## config.mk

```make
export PLATFORM = sky130hd
export DESIGN_NAME = gaplus_pcm_player_flat
export DESIGN_NICKNAME = d
export VERILOG_FILES = /design/src/rtl/gaplus_pcm_player_if.sv /design/src/rtl/gaplus_pcm_player.sv /design/src/flat_wrapper.sv
export SDC_FILE = /design/constraint.sdc
export NUM_CORES = 1
export LEC_CHECK = 0
export BUFFER_PORTS_ARGS = -buffer_cell sky130_fd_sc_hd__buf_4
export CAP_MARGIN = 20
export CORE_ASPECT_RATIO = 1.75
export CORE_UTILIZATION = 47
export CTS_BUF_LIST = sky130_fd_sc_hd__clkbuf_8
export CTS_CLUSTER_DIAMETER = 60
export DETAILED_ROUTE_END_ITERATION = 8
export GPL_ROUTABILITY_DRIVEN = 0
export PLACE_DENSITY = 0.78
export SYNTH_ARGS = -nofsm -noshare
export SYNTH_HDL_FRONTEND = slang
export SYNTH_SLANG_ARGS = --single-unit
```

## constraint.sdc

```tcl
create_clock -name clk -period 2.85 [get_ports clk]
set_input_delay 0.285 -clock clk [delete_from_list [all_inputs] [get_ports clk]]
set_output_delay 0.285 -clock clk [all_outputs]
set_load 0.02 [all_outputs]
```

## src/rtl/gaplus_pcm_player_if.sv

```systemverilog
// Signal bundle between the PCM player, its sample ROM, the I/O kick source and the mixer.
interface gaplus_pcm_player_if #(
  parameter int ADDR_W = 13
);
  logic                     kick;
  logic [1:0]               vol;
  logic [ADDR_W-1:0]        rom_ad;
  logic [7:0]               rom_rd;
  logic                     busy;
  logic signed [15:0]       pcm_out;

  modport slave (
    input  kick, vol, rom_rd,
    output rom_ad, busy, pcm_out
  );

  modport master (
    output kick, vol, rom_rd,
    input  rom_ad, busy, pcm_out
  );
endinterface

```

## src/rtl/gaplus_pcm_player.sv

```systemverilog
// Edge-triggered sample playback: streams LEN unsigned ROM bytes at one sample per DIV clocks
// and presents them to the mixer as attenuated signed 16-bit PCM.
module gaplus_pcm_player #(
  parameter int ADDR_W = 13,
  parameter int LEN    = 8192,
  parameter int DIV    = 4800
) (
  input  logic             clk,
  input  logic             reset,
  gaplus_pcm_player_if.slave bus
);

  localparam int DIV_W = (DIV > 1) ? $clog2(DIV) : 1;
  localparam logic [ADDR_W-1:0] LAST_AD  = ADDR_W'(LEN - 1);
  localparam logic [DIV_W-1:0]  DIV_LAST = DIV_W'(DIV - 1);

  typedef enum logic [1:0] {IDLE, FETCH, LATCH, WAIT} state_t;

  state_t             state_p0, state_nxt;
  logic               kick_p0;
  logic [ADDR_W-1:0]  addr_p0, addr_nxt;
  logic [DIV_W-1:0]   div_p0, div_nxt;
  logic               busy_p0, busy_nxt;
  logic signed [15:0] pcm_p1, pcm_nxt;
  logic               start;
  logic               wrap;

  // Offset-binary byte to signed 16-bit, then attenuate by an arithmetic shift.
  function automatic logic signed [15:0] to_pcm(input logic [7:0] raw, input logic [1:0] shift);
    logic signed [15:0] s;
    s = {~raw[7], raw[6:0], 8'h00};
    return s >>> shift;
  endfunction

  assign start = bus.kick & ~kick_p0;
  assign wrap  = busy_p0 && (div_p0 == DIV_LAST);

  always_comb begin
    state_nxt = state_p0;
    addr_nxt  = addr_p0;
    busy_nxt  = busy_p0;
    pcm_nxt   = pcm_p1;
    div_nxt   = '0;
    if (busy_p0 && !wrap) div_nxt = div_p0 + DIV_W'(1);

    case (state_p0)
      FETCH: state_nxt = LATCH;
      LATCH: begin
        pcm_nxt   = to_pcm(bus.rom_rd, bus.vol);
        state_nxt = WAIT;
      end
      WAIT: begin
        if (wrap) begin
          if (addr_p0 == LAST_AD) begin
            state_nxt = IDLE;
            busy_nxt  = 1'b0;
            pcm_nxt   = '0;
            addr_nxt  = '0;
          end else begin
            addr_nxt  = addr_p0 + ADDR_W'(1);
            state_nxt = FETCH;
          end
        end
      end
      default: state_nxt = IDLE;
    endcase

    // A new kick edge overrides everything, including a coincident final wrap;
    // the previous sample stays on the output until the new one is latched.
    if (start) begin
      state_nxt = FETCH;
      addr_nxt  = '0;
      div_nxt   = '0;
      busy_nxt  = 1'b1;
      pcm_nxt   = pcm_p1;
    end
  end

  // Stage p0: control state, address and divider; stage p1: output sample.
  always_ff @(posedge clk or posedge reset) begin
    if (reset) begin
      state_p0 <= IDLE;
      kick_p0  <= 1'b0;
      addr_p0  <= '0;
      div_p0   <= '0;
      busy_p0  <= 1'b0;
      pcm_p1   <= '0;
    end else begin
      state_p0 <= state_nxt;
      kick_p0  <= bus.kick;
      addr_p0  <= addr_nxt;
      div_p0   <= div_nxt;
      busy_p0  <= busy_nxt;
      pcm_p1   <= pcm_nxt;
    end
  end

  assign bus.rom_ad  = addr_p0;
  assign bus.busy    = busy_p0;
  assign bus.pcm_out = pcm_p1;

endmodule

```

## src/flat_wrapper.sv

```systemverilog
// flat-port wrapper written by rule: the top's interface ports become plain ports
module gaplus_pcm_player_flat 
#(
  parameter int ADDR_W = 13,
  parameter int LEN    = 8192,
  parameter int DIV    = 4800
)
  (clk, reset, bus_kick, bus_vol, bus_rom_rd, bus_rom_ad, bus_busy, bus_pcm_out);
  gaplus_pcm_player_if #(.ADDR_W(ADDR_W)) bus_i ();
  input  logic clk;
  input  logic reset;
  input wire logic [$bits(bus_i.kick)-1:0] bus_kick;
  input wire logic [$bits(bus_i.vol)-1:0] bus_vol;
  input wire logic [$bits(bus_i.rom_rd)-1:0] bus_rom_rd;
  output wire logic [$bits(bus_i.rom_ad)-1:0] bus_rom_ad;
  output wire logic [$bits(bus_i.busy)-1:0] bus_busy;
  output wire logic [$bits(bus_i.pcm_out)-1:0] bus_pcm_out;
  assign bus_i.kick = bus_kick;
  assign bus_i.vol = bus_vol;
  assign bus_i.rom_rd = bus_rom_rd;
  assign bus_rom_ad = bus_i.rom_ad;
  assign bus_busy = bus_i.busy;
  assign bus_pcm_out = bus_i.pcm_out;
  gaplus_pcm_player #(.ADDR_W(ADDR_W), .LEN(LEN), .DIV(DIV)) u_core (.clk(clk), .reset(reset), .bus(bus_i));
endmodule
```

==> summary.md <==
| Metric | Value |
|---|---|
| Outcome | `completed` |
| R2r setup slk | `~460 ps` |
| Critical Path Fanout Max | `15` |
| Cell Area, Synth | `2290 um^2` |
| Seq/Total Area, Yosys | `between 40% and 50%` |
| MaxCap Viol Count | `0` |
| H-tree levels | `2` |
| Met3 WL | `roughly 170 um` |
| CP Capture Point | `u_core.bus.rom_ad[10]` |
| FF-to-FF End | `u_core.bus.rom_ad[10]` |
| All-Layer GR Usage | `21.3%` |
| WL/cell | `between 10 and 15 um` |
| Asr flop ratio synth | `100%` |
| Critical Path AT | `roughly 2600 ps` |
| Clock Root Buffer | `clkbuf_8` |
| Relative slew slack | `between 50% and 60%` |
| Cells along the critical path | `ha_1 -> nand3_1 -> or4_1 -> or4_1 -> a21oi_1` |
| Final Net Count | `roughly 300` |
| Distinct cells, synth | `45` |
| Hold Crit Class | `input pin to async pin` |
| Syn Area/Cell | `~9.0 um^2` |
| Pwr/cell area | `about 630 nW/um^2` |
| Vias per std cell | `5.92` |
| Mapped Cells | `255` |
| VDD IR max | `roughly 0.47 mV` |
| Share of cells above drive strength 1 | `between 10% and 20%` |
| Met1 wire length | `slightly above 2 mm` |
| Clk pin slew, worst setup/hold paths | `roughly 80 ps` |
| Max stage delay on crit path | `800 ps` |
| CP Launch Point | `u_core.div_p0[0]` |
| Yosys warns | `0` |
| Dpl hpwl | `between 3 and 4 mm` |
| Antenna violations before repair | `0` |
| Max Clock Skew | `roughly 10 ps` |
| Final setup fails | `0` |
| Final worst slack | `464 ps` |
| Initial Util | `49.1%` |
| Vias in the first global route | `about 1900` |
| Largest net degree at the start of global routing | `42` |
| DRC violations left | `0` |
| Prevailing post-synth register cell | `dfrtp_1` |
| Core area | `about 4700 um^2` |
| Antenna cell count | `0` |
| Buffer count from post-CTS setup fixing | `0` |
| Leak pwr | `~1.3 nW` |
| Rows | `33` |
| Total number of vias | `2031` |
| Register bit total from synthesis | `41` |
| RR Startpoint | `u_core.div_p0[0]` |
| DRT Pass-1 Iters | `4` |
| Area Overhead vs Synth | `18.5%` |
| GR Overflow Total | `0` |
| CTS Hold Bufs | `0` |
| Die area | `between 5000 and 6000 um^2` |
| Met2 wire length | `around 2.7 mm` |
| Largest area contributor in the netlist | `dfrtp_1` |
| Ranking of synthesized cells by area | `dfrtp_1 45%, nand3_1 5.7%, nand2_1 4.1%` |
| Critical path class | `flop to flop` |
| WL final | `5.01 mm` |
| Fmax | `between 400 and 500 MHz` |
| # IOs | `43` |
| 1st-iter DRT viols | `41` |
| R2R cell count | `5` |
| Crit-path slowest cell | `or4_1` |
| Die Width | `54.8 um` |
| Synth cell count leaders | `41 x dfrtp_1, 26 x nand3_1, 25 x nand2_1, 24 x nor2_1, 10 x clkbuf_1` |
| Buffers on Ports | `37` |
| ANT nets after route | `0` |
| First-pass GRT wire length | `slightly above 8 mm` |
| Post-route setup TNS | `0 ps` |
| Worst skew pair latency | `290 ps` |
| Top-count cell post-synth | `dfrtp_1` |
| Hold Violations, Final | `0` |
| Clk sinks | `between 40 and 50` |
| CP Capture Type | `flop` |
| TritonCTS buffer count | `5` |
| Critical path's top delay family | `simple AND/OR/NAND/NOR gates` |
| Pre-CTS WS | `476 ps` |
| # resized after CTS | `0` |
| CP bufs+invs | `0` |
| TritonCTS clock tree | `done` |
| Critical path depth | `5` |
| Die Span Y | `around 94 um` |
| Worst slew pin tran | `approximately 730 ps` |
| Cell repeated most along the worst path | `or4_1` |
| RSZ-0062 raised after global routing | `no` |
| Uppermost routed layer | `met4` |
| Critical path startpoint category | `flop` |
| Pins over their slew limit | `0` |
| WHS | `around 120 ps` |
| Post-synth EDFFs | `0` |
| Top-area cell type share of the netlist area | `between 40% and 50%` |
| Crit path time final | `between 2000 and 2500 ps` |
| Worst path required time | `3070 ps` |
| CTS max path bufs | `2` |
| Final period util | `83.7%` |
-- power breakdown --
| group | total (mW) | internal (mW) | switching (mW) |
|---|---|---|---|
| registers | 0.763 | 0.689 | 0.0741 |
| logic | 0.481 | 0.207 | 0.273 |
| clock network | 0.476 | 0.282 | 0.194 |
-- how the worst min path moves through the flow --
stage	depth (start not counted)	end	slack (ps)	start
6_report	3	u_core.bus.rom_ad[5]	120	reset
5_1_grt	1	u_core.kick_p0	120	bus_kick
4_1_cts	1	u_core.kick_p0	110	bus_kick
3_5_place_dp	1	u_core.kick_p0	410	bus_kick
3_3_place_gp	1	u_core.kick_p0	410	bus_kick
2_1_floorplan	0	u_core.kick_p0	320	bus_kick
-- cell type report --
type | count | area [um^2]
clock buffer | 6 | 82.6
clock inverter | 2 | 33.8
fill | 409 | 1950
inverter | 7 | 26.3
multi-input combinational | 193 | 1160
sequential | 41 | 1030
tap | 52 | 65.1
timing repair buffer | 42 | 315
-- worst min-delay path: cells and delay by family --
kind | cells | cell delay, ps
buf+inv | 3 | 570
-- per-stage QoR --
step	utilization, %	std cells	total power, mW	area [um^2]
2_1_floorplan	-	259	1.08	2300
3_3_place_gp	55.7	335	1.24	2600
3_5_place_dp	55.7	335	1.26	2600
4_1_cts	58.2	343	1.75	2710
5_1_grt	58.2	343	1.82	2710
6_report	58.2	343	1.72	2710
-- registers in the layout (all words and copies together) (netlist names) --
signal / count
u_core.bus.rom_ad: 13
u_core.div_p0: 13
u_core.state_p0: 2
u_core.kick_p0: 1
u_core.bus.busy: 1
u_core.bus.pcm_out: 11
-- cells in the final DEF, fill, tap and decap left out, types with 6 or more instances in the layout --
cell / Yosys / final
o22ai_1: 7 / 7
o21ai_0: 8 / 8
nand4_1: 8 / 8
inv_1: 7 / 8
nand3_1: 26 / 26
and3_1: 6 / 6
xnor2_1: 7 / 7
buf_4: 5 / 42
clkbuf_8: 0 / 6
dfrtp_1: 41 / 41
nor2_1: 24 / 24
nand2_1: 25 / 25
mux2i_1: 6 / 6
a21oi_1: 9 / 9
-- routing by layer --
layer  vias to the layer above  GRT usage [%]
li1                        989              -
met2                        51           38.2
met4                         0           9.83
met3                        10           3.54
met1                       981           22.7
met5                         -              0
-- cells by family after synthesis --
kind of cell | synth area share, %
flip-flops | 44.8
other | 0.164
XOR/XNOR | 3.83
multiplexers | 3.61
AO/OA/AOI/OAI | 11.8
buffers and inverters | 4.97
adder cells (fa/ha/maj) | 2.19
AND/OR/NAND/NOR | 28.6
No activity file was read; power rests on OpenSTA's default activity.
